===== config.mk =====
export PLATFORM = sky130hd
export DESIGN_NAME = avgp_3x3_window_buffer
export DESIGN_NICKNAME = d
export VERILOG_FILES = /design/src/rtl/avgp_3x3_window_buffer.sv
export SDC_FILE = /design/constraint.sdc
export NUM_CORES = 1
export LEC_CHECK = 0
export CORE_MARGIN = 4
export CORE_UTILIZATION = 45
export DETAILED_ROUTE_END_ITERATION = 8
export GPL_TIMING_DRIVEN = 1
export PLACE_DENSITY = 0.72
export SYNTH_ARGS = -nofsm -noshare
export SYNTH_HDL_FRONTEND = slang
export SYNTH_SLANG_ARGS = --single-unit

===== constraint.sdc =====
create_clock -name clk -period 4.4 [get_ports clk]
set_input_delay 0.44 -clock clk [delete_from_list [all_inputs] [get_ports clk]]
set_output_delay 0.44 -clock clk [all_outputs]
set_load 0.005 [all_outputs]

===== src/rtl/avgp_3x3_window_buffer.sv =====
// Line-buffered 3x3 dilated sliding window over a raster, plane-after-plane pixel stream.
// Optional feature macro AVGP_BUF_LAST_EN adds last_out marking the final window of each plane.
module avgp_3x3_window_buffer #(
  parameter int DATA_WIDTH   = 16,
  parameter int IMAGE_WIDTH  = 16,
  parameter int IMAGE_HEIGHT = 16,
  parameter int KERNEL       = 3,
  parameter int RATE         = 1
) (
  input  logic                  clk,
  input  logic                  reset,
  input  logic                  valid_in,
  input  logic [DATA_WIDTH-1:0] pxl_in,
  input  logic                  stride2,
  output logic [DATA_WIDTH-1:0] pxl_out_00,
  output logic [DATA_WIDTH-1:0] pxl_out_01,
  output logic [DATA_WIDTH-1:0] pxl_out_02,
  output logic [DATA_WIDTH-1:0] pxl_out_03,
  output logic [DATA_WIDTH-1:0] pxl_out_04,
  output logic [DATA_WIDTH-1:0] pxl_out_05,
  output logic [DATA_WIDTH-1:0] pxl_out_06,
  output logic [DATA_WIDTH-1:0] pxl_out_07,
  output logic [DATA_WIDTH-1:0] pxl_out_08,
`ifdef AVGP_BUF_LAST_EN
  output logic                  last_out,
`endif
  output logic                  valid_out
);

  localparam int SPAN  = 2 * RATE;
  localparam int DEPTH = RATE * IMAGE_WIDTH;
  localparam int CW    = $clog2(IMAGE_WIDTH);
  localparam int RW    = $clog2(IMAGE_HEIGHT);
  localparam int PW    = $clog2(DEPTH);

  generate
    if (KERNEL != 3) begin : g_bad_kernel
      $fatal(1, "avgp_3x3_window_buffer supports KERNEL == 3 only");
    end
  endgenerate

  logic [CW-1:0]         r_col;
  logic [RW-1:0]         r_row;
  logic [PW-1:0]         r_ptr;
  logic [DATA_WIDTH-1:0] r_lb1 [DEPTH];
  logic [DATA_WIDTH-1:0] r_lb2 [DEPTH];
  logic [DATA_WIDTH-1:0] r_sr  [3][SPAN];
  logic [DATA_WIDTH-1:0] r_tap [9];
  logic                  r_valid;

  logic [DATA_WIDTH-1:0] w_lb1_q;
  logic [DATA_WIDTH-1:0] w_lb2_q;
  logic [DATA_WIDTH-1:0] w_row_in [3];
  logic [DATA_WIDTH-1:0] w_tap [9];
  logic                  w_complete;
  logic                  w_emit;
  logic                  w_col_wrap;
  logic                  w_row_wrap;

  // Both delay lines share one pointer: the slot read now was written DEPTH accepts ago.
  assign w_lb1_q     = r_lb1[r_ptr];
  assign w_lb2_q     = r_lb2[r_ptr];
  assign w_row_in[0] = w_lb2_q;
  assign w_row_in[1] = w_lb1_q;
  assign w_row_in[2] = pxl_in;

  assign w_col_wrap = (r_col == CW'(IMAGE_WIDTH - 1));
  assign w_row_wrap = (r_row == RW'(IMAGE_HEIGHT - 1));
  assign w_complete = valid_in && (r_row >= RW'(SPAN)) && (r_col >= CW'(SPAN));
  // Top-left row/col differ from the current ones by an even amount, so parity carries over.
  assign w_emit     = w_complete && (!stride2 || (!r_row[0] && !r_col[0]));

  // NOTE: always_comb assigns every element on every pass, so no latch can be inferred.
  always_comb begin
    for (int i = 0; i < 3; i++) begin
      w_tap[3*i + 0] = r_sr[i][SPAN-1];
      w_tap[3*i + 1] = r_sr[i][RATE-1];
      w_tap[3*i + 2] = w_row_in[i];
    end
  end

  // NOTE: storage arrays carry no reset; stale contents are never emitted because the
  // row/col counters gate every window.
  always_ff @(posedge clk) begin
    if (valid_in) begin
      r_lb1[r_ptr] <= pxl_in;
      r_lb2[r_ptr] <= w_lb1_q;
      for (int i = 0; i < 3; i++) begin
        r_sr[i][0] <= w_row_in[i];
        for (int k = 1; k < SPAN; k++) begin
          r_sr[i][k] <= r_sr[i][k-1];
        end
      end
    end
  end

`ifdef AVGP_BUF_LAST_EN
  localparam int LAST_ROW_S2 = SPAN + ((IMAGE_HEIGHT - 1 - SPAN) / 2) * 2;
  localparam int LAST_COL_S2 = SPAN + ((IMAGE_WIDTH  - 1 - SPAN) / 2) * 2;

  logic r_last;
  logic w_last;

  assign w_last = stride2 ? ((r_row == RW'(LAST_ROW_S2)) && (r_col == CW'(LAST_COL_S2)))
                          : (w_row_wrap && w_col_wrap);
  assign last_out = r_last;
`endif

  // NOTE: sequential state uses non-blocking assignments so every register samples pre-edge values.
  always_ff @(posedge clk) begin
    if (!reset) begin
      r_col   <= '0;
      r_row   <= '0;
      r_ptr   <= '0;
      r_valid <= 1'b0;
      for (int k = 0; k < 9; k++) begin
        r_tap[k] <= '0;
      end
`ifdef AVGP_BUF_LAST_EN
      r_last  <= 1'b0;
`endif
    end else begin
      r_valid <= w_emit;
`ifdef AVGP_BUF_LAST_EN
      r_last  <= w_emit && w_last;
`endif
      if (w_emit) begin
        for (int k = 0; k < 9; k++) begin
          r_tap[k] <= w_tap[k];
        end
      end
      if (valid_in) begin
        r_ptr <= (r_ptr == PW'(DEPTH - 1)) ? '0 : r_ptr + 1'b1;
        if (w_col_wrap) begin
          r_col <= '0;
          r_row <= w_row_wrap ? '0 : r_row + 1'b1;
        end else begin
          r_col <= r_col + 1'b1;
        end
      end
    end
  end

  assign valid_out  = r_valid;
  assign pxl_out_00 = r_tap[0];
  assign pxl_out_01 = r_tap[1];
  assign pxl_out_02 = r_tap[2];
  assign pxl_out_03 = r_tap[3];
  assign pxl_out_04 = r_tap[4];
  assign pxl_out_05 = r_tap[5];
  assign pxl_out_06 = r_tap[6];
  assign pxl_out_07 = r_tap[7];
  assign pxl_out_08 = r_tap[8];

endmodule


==> out/results.tsv <==
metric	value	unit
outcome	finished clean	
slew_headroom	23.4	%
wl_per_cell	25.0	um
die_w	258	um
path_cells	buf_12 -> mux4_2 -> a22oi_1 -> nand2_1	
yosysUniqueCellTypes	36	
via_per_inst	5.56	
first_global_vias	14041	
vdd_ir_drop_max	0.324	mV
max_freq	0.352	GHz
path_clk_slew	60	ps
reg2reg_slack	1560	ps
drt_wl_total	60100	um
clock_sinks	769	
synth_top_area_cell	edfxtp_1	
synthesis.nets	1315	
drt-initial-drc-count	1437	
min_period_over_period	64.7	%
hold_class	input pin to flip-flop	
synth_edf_count	752	
synthMuxAreaShare	10.3	%
async_flop_share	0	%
grt_overflow	0	
cts_tree	built	
finalSetupViolCount	0	
cp_data_required_time	4610	ps
antenna_found_initial	1	
holdPathEnd	r_col[1]	
nFillCells	4588	
hold_depth	2	
netlist_instances	1287	
ys_seq_elements	769	
synth_fa_ha_area_share	0.356	%
insertion_delay	620	ps
cp-start-kind	flip-flop	
synth_seq_area_share	81.4	%
first_pass_iters	5	
synthTopCellsByArea	edfxtp_1, mux4_2, and2_1	
port-buffer-count	164	
vias	13388	
hold_buffers	0	
path_class	flip-flop to flip-flop	
start_util	45.5	%
gp_congestion	0.747	
yosys.area_share.simple	3.96	%
antenna_left	0	
htreeDepth	3	
final_cells	2407	
crit_fanout	58	
timing.final.ws_setup	1560	ps
floorplan.rows	91	
cp_slowest_stage_delay	910	ps
cap_violations	0	
clockBufferDepth	3	
crit_slowest_cell	dfxtp_4	
fp.dieH	258	um
die_area	0.0666	mm2
max_slew.worst_pin.slew	1150	ps
crit_path_end_kind	flip-flop	
regToRegEndpoint	r_sr[1][30]	
synth_xor_area_share	0.0933	%
ios	165	
worstRegToRegCells	4	
grt_max_degree	64	
min_from	valid_in	
skew	18.3	ps
post_cts_resized	0	
hpwl	33300	um
grt_usage	18.1	%
mostFrequentLayoutCell	edfxtp_1	
tns	0	ps
yosys_most_used_dff	edfxtp_1	
hold_viol_final	0	
nNetsFinal	1531	
cts_root_buf	clkbuf_16	
cp.arrival	3050	ps
synth_top_family_by_area	multiplexers	
layout-drive-gt1-share	18.4	%
post_cts_buffers	0	
coreArea	0.0618	mm2
slew_viol_final	0	
final_cell_mix	edfxtp_1, clkdlybuf4s50_1, mux4_2, and2_1, clkbuf_16	
syn_area	0.0282	mm2
fin_crit	2840	ps
yosys_warnings	0	
avgSynthCellArea	21.9	um2
drc_errors	0	
grt_pass1_wl	90100	um
dpl.cell_count	2260	
layout-area-overhead-vs-synth	19.0	%
cts_buffers	78	
p_per_area	468	mW/mm2
grt_setup_unrepaired	no	
netlist.area_leader.share	80.2	%
leakagePower	10.8	nW
place_ws	1500	ps
synth_compound_area_share	2.66	%
==> layout make-up <==
class | instances | area (um2) | area share, %
Multi-Input combinational cell | 448 | 4920 | 14.7
Clock inverter | 46 | 517 | 1.54
Antenna cell | 2 | 5.00 | 0.0149
Clock buffer | 99 | 2070 | 6.19
Tap cell | 837 | 1050 | 3.13
Sequential cell | 769 | 22900 | 68.5
Inverter | 7 | 27.5 | 0.0822
Timing Repair Buffer | 199 | 1980 | 5.90
==> cell usage after synthesis, types with 7 or more instances <==
library cell,number
a21oi_1,38
buf_2,15
nor2_1,9
mux4_2,128
and2_1,129
a22oi_1,64
ha_1,8
nand2_1,39
dfxtp_1,17
clkbuf_1,32
buf_6,8
buf_1,7
edfxtp_1,752
==> cells by family (layout without fill, tap and decap cells) <==
logic type,Yosys count,in the layout
AOI/OAI and AO/OA,112,112
xor gates and xnor gates,3,3
adders and majority gates,8,8
buffers and inverters,70,351
DFF,769,769
muxes,129,129
other,0,2
and+or+nand+nor,196,196
==> through the flow <==
stage	utilization [%]	cell area, um2	total power, W	hold slack, ps
finish	54.2	33500	0.0157	270
global route	54.2	33500	0.0162	265
CTS	54.2	33500	0.0158	235
detailed placement	50.0	30900	0.00918	428
global placement	50.0	30900	0.00914	423
floorplan	-	28200	0.00879	417
==> critical path, delay by kind of cell (launching register included) <==
family          cells  cell delay [ps]
flops               1              910
simple gates        1              460
buf+inv             1              340
mux                 1              340
compound gates      1              320
==> flip-flops by register name, summed over array words and instances, names as in the netlist, named ones only <==
signal     flops
r_tap        144
r_row          4
valid_out      1
r_ptr          4
r_lb2        256
r_sr          96
r_col          4
r_lb1        256
==> worst max-delay path by stage <==
stage / to / slack [ps]
final: r_sr[1][30] / 1560
after global routing: r_tap[0][37] / 1350
after CTS: r_tap[0][141] / 1490
after detailed placement: r_tap[0][141] / 1500
after global placement: r_tap[0][37] / 1560
after floorplan: r_tap[0][0] / 1190
==> routing by layer <==
layer,track usage [%],part of all wire (%),up-vias
li1,-,-,5687
met1,24.2,39,6974
met2,30.4,51,618
met3,4.12,7.5,107
met4,4.70,2.2,2
met5,0,0.022,-
==> power by group <==
| group | switching, W | internal (W) | total [W] |
|---|---|---|---|
| registers | 0.0000727 | 0.00833 | 0.00840 |
| clock network | 0.00274 | 0.00390 | 0.00664 |
| logic | 0.000406 | 0.000207 | 0.000613 |
| total | 0.00322 | 0.0124 | 0.0157 |
(Power assumes the default switching activity.)
